File: src/rtl/aes_cmd_initiator.sv
// AES config-port command master: writes key and plaintext halves, waits out the
// cipher pipeline, reads back both ciphertext halves, returns them on a
// valid/ready response channel. Optionally skips the key writes on a key repeat.
module aes_cmd_initiator #(
    parameter int unsigned WAIT_CYCLES = 14,
    parameter bit          KEY_CACHE   = 1'b1,
    parameter logic [15:0] ADDR_KEY_HI = 16'h0010,
    parameter logic [15:0] ADDR_KEY_LO = 16'h0020,
    parameter logic [15:0] ADDR_PT_HI  = 16'h0030,
    parameter logic [15:0] ADDR_PT_LO  = 16'h0040,
    parameter logic [15:0] ADDR_CT_HI  = 16'h0050,
    parameter logic [15:0] ADDR_CT_LO  = 16'h0060
) (
    input  logic         clk,
    input  logic         rst,
    input  logic         req_valid,
    output logic         req_ready,
    input  logic [127:0] req_key,
    input  logic [127:0] req_plain,
    output logic         resp_valid,
    input  logic         resp_ready,
    output logic [127:0] resp_cipher,
    output logic         resp_err,
    output logic         config_hsk,
    output logic [15:0]  config_addr,
    output logic [31:0]  config_data_hi,
    output logic [31:0]  config_data_lo,
    output logic         config_load,
    input  logic         aes_out_valid,
    input  logic [63:0]  aes_out_data
);

    typedef enum logic [3:0] {
        IDLE, WR_KH, WR_KL, WR_PH, WR_PL, WAIT, RD_H, RD_L, RESP
    } state_t;

    // Counter starts at WAIT_CYCLES-1 so WAIT lasts exactly WAIT_CYCLES cycles.
    localparam logic [7:0] WAIT_INIT = 8'(WAIT_CYCLES - 1);

    state_t         state_q, state_d;
    logic [127:0]   key_q, key_d, plain_q, plain_d;
    logic [7:0]     cnt_q, cnt_d;
    logic           cache_vld_q, cache_vld_d;
    logic [127:0]   cache_key_q, cache_key_d;
    logic [127:0]   resp_cipher_q, resp_cipher_d;
    logic           resp_err_q, resp_err_d;
    logic           resp_valid_q, resp_valid_d;
    logic           req_ready_q, req_ready_d;
    logic           config_hsk_q, config_hsk_d;
    logic           config_load_q, config_load_d;
    logic [15:0]    config_addr_q, config_addr_d;
    logic [63:0]    config_data_q, config_data_d;

    // State and all registered outputs; reset also drops the key cache since the
    // target's key register contents are unknown after an abort.
    always_ff @(posedge clk or posedge rst) begin
        if (rst) begin
            state_q       <= IDLE;
            key_q         <= '0;
            plain_q       <= '0;
            cnt_q         <= '0;
            cache_vld_q   <= 1'b0;
            cache_key_q   <= '0;
            resp_cipher_q <= '0;
            resp_err_q    <= 1'b0;
            resp_valid_q  <= 1'b0;
            req_ready_q   <= 1'b0;
            config_hsk_q  <= 1'b0;
            config_load_q <= 1'b0;
            config_addr_q <= '0;
            config_data_q <= '0;
        end else begin
            state_q       <= state_d;
            key_q         <= key_d;
            plain_q       <= plain_d;
            cnt_q         <= cnt_d;
            cache_vld_q   <= cache_vld_d;
            cache_key_q   <= cache_key_d;
            resp_cipher_q <= resp_cipher_d;
            resp_err_q    <= resp_err_d;
            resp_valid_q  <= resp_valid_d;
            req_ready_q   <= req_ready_d;
            config_hsk_q  <= config_hsk_d;
            config_load_q <= config_load_d;
            config_addr_q <= config_addr_d;
            config_data_q <= config_data_d;
        end
    end

    // Next state, request latching, key cache, wait counter and read capture.
    always_comb begin
        state_d       = state_q;
        key_d         = key_q;
        plain_d       = plain_q;
        cnt_d         = cnt_q;
        cache_vld_d   = cache_vld_q;
        cache_key_d   = cache_key_q;
        resp_cipher_d = resp_cipher_q;
        resp_err_d    = resp_err_q;
        unique case (state_q)
            IDLE: begin
                if (req_valid && req_ready_q) begin
                    key_d   = req_key;
                    plain_d = req_plain;
                    if (KEY_CACHE && cache_vld_q && (req_key == cache_key_q))
                        state_d = WR_PH;
                    else
                        state_d = WR_KH;
                end
            end
            WR_KH: state_d = WR_KL;
            WR_KL: begin
                cache_key_d = key_q;
                cache_vld_d = 1'b1;
                state_d     = WR_PH;
            end
            WR_PH: state_d = WR_PL;
            WR_PL: begin
                cnt_d   = WAIT_INIT;
                state_d = WAIT;
            end
            WAIT: begin
                if (cnt_q == 8'd0) state_d = RD_H;
                else               cnt_d   = cnt_q - 8'd1;
            end
            // Read data arrives in the same cycle as the load command; capture
            // regardless of aes_out_valid and flag the response instead.
            RD_H: begin
                resp_cipher_d[127:64] = aes_out_data;
                resp_err_d            = !aes_out_valid;
                state_d               = RD_L;
            end
            RD_L: begin
                resp_cipher_d[63:0] = aes_out_data;
                resp_err_d          = resp_err_q | !aes_out_valid;
                state_d             = RESP;
            end
            RESP: begin
                if (resp_valid_q && resp_ready) begin
                    resp_err_d = 1'b0;
                    state_d    = IDLE;
                end
            end
            default: state_d = IDLE;
        endcase
    end

    // Registered outputs are decoded from the upcoming state so commands appear
    // in the same cycle the FSM occupies the matching command state.
    always_comb begin
        config_hsk_d  = 1'b0;
        config_load_d = 1'b0;
        config_addr_d = '0;
        config_data_d = '0;
        req_ready_d   = (state_d == IDLE);
        resp_valid_d  = (state_d == RESP);
        unique case (state_d)
            WR_KH: begin config_hsk_d = 1'b1; config_addr_d = ADDR_KEY_HI; config_data_d = key_d[127:64];   end
            WR_KL: begin config_hsk_d = 1'b1; config_addr_d = ADDR_KEY_LO; config_data_d = key_d[63:0];     end
            WR_PH: begin config_hsk_d = 1'b1; config_addr_d = ADDR_PT_HI;  config_data_d = plain_d[127:64]; end
            WR_PL: begin config_hsk_d = 1'b1; config_addr_d = ADDR_PT_LO;  config_data_d = plain_d[63:0];   end
            RD_H:  begin config_hsk_d = 1'b1; config_load_d = 1'b1; config_addr_d = ADDR_CT_HI; end
            RD_L:  begin config_hsk_d = 1'b1; config_load_d = 1'b1; config_addr_d = ADDR_CT_LO; end
            default: ;
        endcase
    end

    assign req_ready      = req_ready_q;
    assign resp_valid     = resp_valid_q;
    assign resp_cipher    = resp_cipher_q;
    assign resp_err       = resp_err_q;
    assign config_hsk     = config_hsk_q;
    assign config_load    = config_load_q;
    assign config_addr    = config_addr_q;
    assign config_data_hi = config_data_q[63:32];
    assign config_data_lo = config_data_q[31:0];

endmodule
File: config.mk
export PLATFORM = sky130hd
export DESIGN_NAME = aes_cmd_initiator
export DESIGN_NICKNAME = d
export VERILOG_FILES = /design/src/rtl/aes_cmd_initiator.sv
export SDC_FILE = /design/constraint.sdc
export NUM_CORES = 1
export LEC_CHECK = 0
export ABC_AREA = 1
export CAP_MARGIN = 15
export CORE_MARGIN = 2
export CORE_UTILIZATION = 52
export CTS_CLUSTER_SIZE = 14
export DETAILED_ROUTE_END_ITERATION = 16
export PLACE_DENSITY = 0.81
export SYNTH_ARGS = -nofsm -noshare
export SYNTH_HDL_FRONTEND = slang
export SYNTH_SLANG_ARGS = --single-unit
File: constraint.sdc
create_clock -name clk -period 26.9 [get_ports clk]
set_clock_uncertainty 0.15 [all_clocks]
set_input_delay 4.035 -clock clk [delete_from_list [all_inputs] [get_ports clk]]
set_output_delay 4.035 -clock clk [all_outputs]
set_load 0.03 [all_outputs]
# --- Word-level counts from Yosys, hierarchy flattened ---
# Cells that the tools add are included.
classes:
  add_sub_neg: 1
  n_eq_ne: 18
  muxes: 17
  bitwise_logic: 1
  reduce_logical: 13
op_table:
  columns: ["operator", "n"]
  rows:
  - ["128-bit two-way mux", 4]
  - ["64-bit case mux with 4 select lines", 1]
  - ["128-bit == test", 1]
  - ["7-bit case mux with 6 select lines", 1]
  - ["4-bit case mux with 9 select lines", 1]
  - ["4-bit by 3-bit == test with 1-bit output, second input constant", 7]
  - ["4-bit by 2-bit == test with 1-bit output, second input constant", 4]
  - ["8-bit case mux with 2 select lines", 1]
  - ["4-bit two-way mux", 3]
  - ["4-bit by 1-bit == test with 1-bit output, second input constant", 2]
  - ["4-bit == test, second input constant", 2]
  - ["4-bit logical NOT", 2]
  - ["8-bit logical NOT", 1]
  - ["8-bit two-way mux", 1]
  - ["8-bit by 1-bit subtractor with 8-bit output, second input constant", 1]
  - ["6-bit OR reduction", 1]
  - ["2-bit inequality test, second input constant", 2]
  - ["2-bit AND reduction", 2]
  - ["1-bit logical AND", 3]
  - ["1-bit two-way mux", 3]
  - ["1-bit case mux with 3 select lines", 1]
  - ["3-bit nonzero test", 1]
  - ["2-bit two-way mux", 1]
  - ["2-bit nonzero test", 1]
  - ["other kinds (3)", 3]
word_totals:
  register_bits: 610
  out_inout_bits: 213

# --- Logic depth before layout (Yosys ltp) ---
# Gate-level depths: netlist of the first run.
depth:
  word_depth: 8
  mapped_depth: 18
  ltp_nobuf: 16

# --- Worst setup path before layout of the first run ---
# No wires, ideal clock.
synth_path:
  path_kind: "input -> register"
  start: "in req_key[14]"
  end: "reg config_data_q[0]"
  setup_time_ps: 116
  arrival_time_ps: 5226
  required_time_ps: 26634
  setup_slack_ps: 21408
  cell_stages: 16
  path_buffers: 2
  cell_sequence: "inv_1 > nor2_1 > nor2_1 > nand2_1 > nor2_1 > nand2_1 > nor2_1 > nand2_1 > nor2_1 > nand3_1 > buf_2 > buf_2 > nand4_1 > nand2_1 > inv_1 > nand2_1"
synth_via:
  elab_chain_len: 7
  word_cells_on_any_way: 10
  cone_classes: "eq/ne: 5; mux: 4; reduce/logical: 1"
synth_lines:
  columns: ["item", "line", "text"]
  rows:
  - ["from (decl)", "18", "input logic [127:0] req_key,"]
  - ["128-bit == test *", "105", "if (KEY_CACHE && cache_vld_q && (req_key == cache_key_q))"]
  - ["1-bit logical AND *", "105", null]
  - ["2-bit two-way mux *", "105", null]
  - ["4-bit two-way mux *", "102", "if (req_valid && req_ready_q) begin"]
  - ["4-bit case mux with 9 select lines *", "100", "unique case (state_q)"]
  - ["4-bit by 3-bit == test with 1-bit output, or another cell as far along", "157", "unique case (state_d)"]
  - ["64-bit case mux with 4 select lines *", "157", null]
  - ["via config_data_d[0]", "52", "logic [63:0] config_data_q, config_data_d;"]
  - ["to (signal assigned)", "86", "config_data_q <= config_data_d;"]
  - ["to (decl)", "52", null]
# The timed path passes the listed nets; every way through them passes the cells marked *.
# A chain may end at the register's enable or synchronous reset.

==> impl_results.md, run 1 <==
* Post-synth cell types at 28
* Pwr Density at roughly 120 nW/um^2
* Slew @ Worst Pin at ~1.1 ns
* Post-synth top area share at around 56%
* Post-Synthesis Cells at around 3300
* Outcome: finished, final reports clean
* NetSw at 1.71 mW
* Worst-skew pair later-pin latency at between 0.6 and 0.7 ns
* Critical setup path kind: in2async
* Drt pass-1 iters at 6
* Area growth syn-to-layout at 29.4%
* Switching share of power at between 40 and 50%
* H-tree depth at 3
* Max-slew headroom at between 20% and 30%
* Via density at 5.13
* RSZ-0062 raised after global routing: no
* Clk pwr share at between 20% and 30%
* YS warnings at 0
* Overall power at just over 4 mW
* FF-to-FF path depth at 14
* Std-Cell Rows at 82
* Core Box Area at between 50000 and 60000 um^2
* Synth Area in Compound Gates at slightly below 7%
* IR Drop Worst-Case VDD at around 100 uV
* Top_reg_cell synth: dfrtp_1
* Mean Syn Cell Area at between 7 and 8 um^2
* Worst slack, placed at between 15 and 20 ns
* Leakage power at between 15 and 20 nW
* XOR/XNOR Fraction of Synth Area at 1.03%
* Slew Viols, Final at 0
* First-pass GRT wire length at 135000 um
* Critical path arrival at about 7.8 ns
* Max Freq at about 140 MHz
* Leading cell types by total area after synthesis: dfrtp_1 56%, nand2_1 21%, o21ai_0 6.3%
* Worst Hold Class: reg2reg
* Hold Buf Count CTS at 0
* HPWL after DPL at around 63000 um
* R2R setup slack at between 20 and 25 ns
* CP endpoint kind: asynchronous set/reset pin
* Chip Height at about 230 um
* Number of flops mapped to enable cells by yosys at 0
* Die extent in x at 230 um
* Setup TNS at 0 ns
* Total GRT Usage at approximately 34%
* Number of max-cap violations at 0
* Nets at between 4000 and 5000
* Final worst slack at about 20 ns
* Clock Pin Slew Worst Setup and Hold Paths at around 0.060 ns
* Ys async rst share at between 90% and 100%
* Final Hold Viols at 0
* CTS sink cnt at between 500 and 600
* Final WL at roughly 89000 um
* CTS resizes at 0
* Initial Util at between 50% and 60%
* Die Area at around 53000 um^2
* Synth Area in Adders at 0.0473%
* Initial antenna violation count at 29
* DR DRC count at 0
* Crit path launch type: input pin
* CP required at ~27 ns
* # IOs at between 500 and 600
* Top-count cell post-synth: nand2_1
* CTS Buf Count at 66
* Share of layout cells above drive strength 1 at under 10%
* Crit path max fanout at 178
* Synth area leader: dfrtp_1
* Hold path cells at 1
* Post-synthesis mux area share at 0%
* Via Count at between 20000 and 25000
* Setup violators final at 0
* Power share of the combinational group at 41.8%
* Post-CTS Setup Bufs at 0
* Yosys reg bits at ~600
* Register area share after synthesis at a little under three fifths
* Min Tclk post-route at 7.32 ns
* Simple-gate share of the synthesized area at 26.1%
* Vias in the first global route at around 23000
* Synth top cells by count: 1501 x nand2_1, 597 x dfrtp_1, 428 x inv_1, 333 x o21ai_0, 83 x clkbuf_1
* Largest net degree at the start of global routing at 179
* Reg power frac at a little over a third
* Mapped cell area at ~26000 um^2
* Grt ovf at 0
* Final hold slack at just over 0.3 ns
* Final period utilization at 27.2%
* Clock Tree Buf Depth at 3
* Routed WL per cell at 19.6 um
* Port bufs at between 500 and 600
* 1st-iter DRT viols at ~2100
* Main combinational cell family by area after synthesis: simple AND/OR/NAND/NOR gates
* Post-DRT Antenna Nets at 0
* CTS tree: built
* Root buf cell: clkbuf_16
* Power Internal at roughly 2.4 mW
* Routability-driven placement congestion ratio at just over 0.9
-- power by group through the flow --
stage	sequential, mW	combinational, mW	clock [mW]
after detailed placement	1.48	1.70	0
after CTS	1.47	1.72	0.927
after global routing	1.51	1.88	0.966
after floorplan	1.70	0.846	0
after global placement	1.47	1.67	0
final	1.47	1.72	0.918
-- critical path: stages --
cell             delay (ns)
clkdlybuf4s50_1        0.49
inv_8                  0.61
buf_4                  0.88
buf_4                  0.76
buf_12                 0.70
-- worst paths after layout --
check | start | to
max | rst | key_q[41]
min | cnt_q[6] | cnt_q[6]
max reg2reg | state_q[3] | config_data_q[63]
min reg2reg | cnt_q[6] | cnt_q[6]
max in group clk | req_valid | config_data_q[63]
min in group asynchronous | rst | plain_q[1]
-- registers in the layout (all words and copies together), names as in the netlist --
name	flops
cache_key_q	128
key_q	128
plain_q	128
resp_cipher	128
config_data_q	64
cnt_q	8
state_q	4
config_addr	3
cache_vld_q	1
config_hsk	1
config_load	1
req_ready	1
resp_err	1
resp_valid	1
-- logic make-up after synthesis --
logic type / count (synthesis)
and+or+nand+nor: 1733
buffers and inverters: 611
DFF: 597
AOI/OAI and AO/OA: 353
xor gates and xnor gates: 31
adders and majority gates: 1
other: 1
-- metrics by stage --
stage	area, um^2	instances	utilization, %
after floorplan	26500	3339	-
after global placement	31900	4383	63.7
after detailed placement	31900	4383	63.7
after CTS	34100	4499	68.0
after global routing	34200	4512	68.2
final	34200	4524	68.2
-- layout make-up --
cell class / instances / area, um^2
fillers: 3972 / 15900
inverters: 438 / 1660
diodes: 24 / 60.1
clock inverters: 15 / 189
repair buffers: 546 / 5460
multi-input cells: 2131 / 9070
well taps: 672 / 841
flip-flops and latches: 597 / 14900
clock buffers: 101 / 2010
-- cell usage in the layout, fill, tap and decap left out, types with 3 or more instances in the layout --
master           synthesis  layout
o21ai_0                333     333
clkdlybuf4s50_1          0     524
nand4_1                 82      82
nand3_1                 61      60
buf_4                   14      19
inv_2                    9       7
xor2_1                   7       7
o22ai_1                 12      12
xnor2_1                 24      24
nor2_1                  62      60
nor3_1                   9       8
dfrtp_1                597     597
nand3_2                 11      11
a21oi_1                  5       5
clkbuf_1                83      16
conb_1                   1      13
inv_1                  428     427
inv_6                    0       3
nand2_1               1501    1500
nor2_4                   0       3
clkbuf_8                 0      16
clkbuf_16                0      69
clkinv_2                 0       8
bufinv_16                0       4
diode_2                  0      24
-- routing by layer --
layer	track usage [%]	routed length, um	share of wire (%)
met1	41.7	34000	38
met2	55.4	42200	48
met3	9.71	8120	9.2
met4	14.9	4090	4.6
met5	0	142	0.16
Power figures use the tool's default switching activity.
==> inputs of run 2 (changes only) <==
==> constraint.sdc (replaced) <==
create_clock -name clk -period 7.1 [get_ports clk]
set_clock_uncertainty 0.15 [all_clocks]
set_input_delay 1.065 -clock clk [delete_from_list [all_inputs] [get_ports clk]]
set_output_delay 1.065 -clock clk [all_outputs]
set_load 0.03 [all_outputs]
==> run 2 against run 1 <==
Compared with the run above: power rose to 3.8 times the previous value; hold slack got worse by 0.0036 ns; via count grew 1.7%; routed wire length grew 2.7%; clock power grew to 3.7 times the previous value; sequential share of layout area is 0.061 points higher; cell area shrank 0.14%; largest cell class unchanged; sequential cell count is the same; combinational power rose to 3.8 times the previous value.
==> impl_results.md, run 2 (synthesis results as in run 1) <==
* Outcome: finished, final reports clean (unchanged)
* DR DRC count at 0 (unchanged)
* Final worst slack at 2.69 ns (was 19.58 ns)
* Slowest CP cell: inv_6 (was buf_4)
* Area growth syn-to-layout at 29.2% (was 29.4%)
* Initial Util at 52.7% (unchanged)
* Final Hold Viols at 0 (unchanged)
* HPWL after DPL at 64700 um (was 62800 um)
* Fill cells at 3948 (was 3972)
* # IOs at 538 (unchanged)
* Commonest non-fill, non-tap cells in the layout: 1500 x nand2_1, 597 x dfrtp_1, 524 x clkdlybuf4s50_1 (unchanged)
* Max Freq at 227 MHz
* Chip Height at 230 um (unchanged)
* Crit path cell chain: clkdlybuf4s50_1 > nand3_4 > inv_6 > nand4_1 > nor2_1 > nand3_2 > nand2_2 > buf_4 > nand3_1 > nand2_1 > inv_1 > nand2_1 (was clkdlybuf4s50_1 > inv_8 > buf_4 > buf_4 > buf_12)
* Crit-path leading delay family: buffers and inverters (unchanged)
* Max-slew headroom at 20.3% (was 27.5%)
* Final design utilization at 68.1% (was 68.2%)
* FF/Latch Area at 14900 um^2 (unchanged)
* Slew Viols, Final at 0 (unchanged)
* Routed WL per cell at 20.1 um (was 19.6 um)
* Clock Tree Buf Depth at 3 (unchanged)
* Post-DRT Antenna Nets at 0 (unchanged)
* IR Drop Worst-Case VDD at 374 uV (was 101 uV)
* Overall power at 15.5 mW (was 4.11 mW)
* Port bufs at 524 (unchanged)
* Most common cell after layout, fill and taps aside: nand2_1 (unchanged)
* Critical path arrival at 4.79 ns (was 7.75 ns)
* Nets at 4105 (was 4106)
* Total GRT Usage at 34.7% (was 33.8%)
* CTS resizes at 0 (unchanged)
* Final WL at 90900 um (was 88500 um)
* Drt pass-1 iters at 6 (unchanged)
* Clock Pin Slew Worst Setup and Hold Paths at 0.06 ns (about the same)
* Cell mode on critical path: nand2_1 (was buf_4)
* Critical setup path kind: in2reg (was in2async)
* First-pass GRT wire length at 138000 um (was 135000 um)
* CTS sink cnt at 597 (unchanged)
* Grt ovf at 0 (unchanged)
* Via Count at 23592 (was 23195)
* CP endpoint kind: flop (was asynchronous set/reset pin)
* Die Area at 52700 um^2 (unchanged)
* Setup violators final at 0 (unchanged)
* Pwr Density at 455 nW/um^2 (was 120 nW/um^2)
* Min Tclk post-route at between 4 and 5 ns
* Initial antenna violation count at 44 (was 29)
* Number of max-cap violations at 0 (unchanged)
* Crit path max fanout at 87 (was 178)
* Leakage power at 17.6 nW (about the same)
* CTS Buf Count at 66 (unchanged)
* Largest stage delay, worst path at 0.74 ns (was 0.88 ns)
* Core Box Area at 50200 um^2 (unchanged)
* Worst Hold Class: reg2reg (unchanged)
* Worst slack, placed at 2.14 ns (was 18.82 ns)
* Die extent in x at 230 um (unchanged)
* Crit path launch type: input pin (unchanged)
* CTS tree: built (unchanged)
* Via density at 5.21 (was 5.13)
* Root buf cell: clkbuf_16 (unchanged)
* Hold Buf Count CTS at 0 (unchanged)
* Final period utilization at 62.1%
* H-tree depth at 3 (unchanged)
* Worst-skew pair later-pin latency at 0.61 ns (about the same)
* Area of the multi-input gates at 9070 um^2 (about the same)
* Std-Cell Rows at 82 (unchanged)
* RSZ-0062 raised after global routing: no (unchanged)
* 1st-iter DRT viols at 2501 (was 2124)
* CP Buf/Inv Count at 4 (was 5)
* Routability-driven placement congestion ratio at 0.986 (was 0.925)
* Post-CTS Setup Bufs at 0 (unchanged)
* Share of layout cells above drive strength 1 at 4.16% (was 4.08%)
* CP required at 7.48 ns (was 27.33 ns)
* Largest net degree at the start of global routing at 196 (was 179)
* Vias in the first global route at 23334 (was 23064)
* Slew @ Worst Pin at 1.20 ns (was 1.09 ns)
## run 2: cell count changes in the layout (fill, tap and decap cells not counted), sizes merged
cell,previous run,this run
clkinvlp,1,2
clkinv,10,19
diode,24,34
buf,22,21
bufinv,4,3
clkbuf,101,91
## run 2: path summary, 6_finish.rpt
check | startpoint | endpoint | slack [ns] | cells past startpoint
min in group asynchronous | rst | cnt_q[3] | 0.68 | 2
min reg2reg | cnt_q[6] | cnt_q[6] | 0.31 | 1
min | cnt_q[6] | cnt_q[6] | 0.31 | 1
max reg2reg | state_q[3] | config_data_q[26] | 2.70 | 14
max | req_valid | config_data_q[26] | 2.69 | 12
max in group asynchronous | rst | resp_cipher[35] | 4.59 | 4
## run 2: per-layer routing
metal | track usage [%] | wire [um]
met1 | 42.2 | 33800
met4 | 17.3 | 4700
met5 | 0 | 230
met3 | 10.8 | 9320
met2 | 56.1 | 42900
## run 2: worst register-to-register path, cell delays in order, from the launching register on
cell and delay, ns:
dfrtp_1 0.41, inv_1 0.08, nand2_1 0.19, nor2_1 0.26, nand3_4 0.47, inv_6 0.76
nand4_1 0.19, nor2_1 0.18, nand3_2 0.11, nand2_2 0.47, buf_4 0.66, nand3_1 0.21
nand2_1 0.10, inv_1 0.04, nand2_1 0.04
## run 2: cell type report
cell class	count	share of cell area, %
flip-flops and latches	597	43.7
multi-input cells	2131	26.5
repair buffers	545	16.0
clock buffers	91	5.55
inverters	438	4.84
well taps	672	2.46
clock inverters	24	0.622
diodes	34	0.249
## run 2: report_power, final
part           internal (mW)  leakage [nW]  switching (mW)
sequential              4.88          7.53           0.711
combinational           2.14          8.98            4.41
clock                   1.98          1.06            1.42
total                   9.01          17.6            6.54
## run 2: through the flow
| stage | std cells | area, um^2 | hold slack (ns) | TNS, ns |
|---|---|---|---|---|
| 2_1_floorplan | 3339 | 26500 | 0.273 | -1346.99 |
| 3_3_place_gp | 4383 | 32000 | 0.288 | 0 |
| 3_5_place_dp | 4383 | 32000 | 0.298 | 0 |
| 4_1_cts | 4498 | 34100 | 0.310 | 0 |
| 5_1_grt | 4513 | 34100 | 0.339 | 0 |
| 6_report | 4532 | 34200 | 0.308 | 0 |
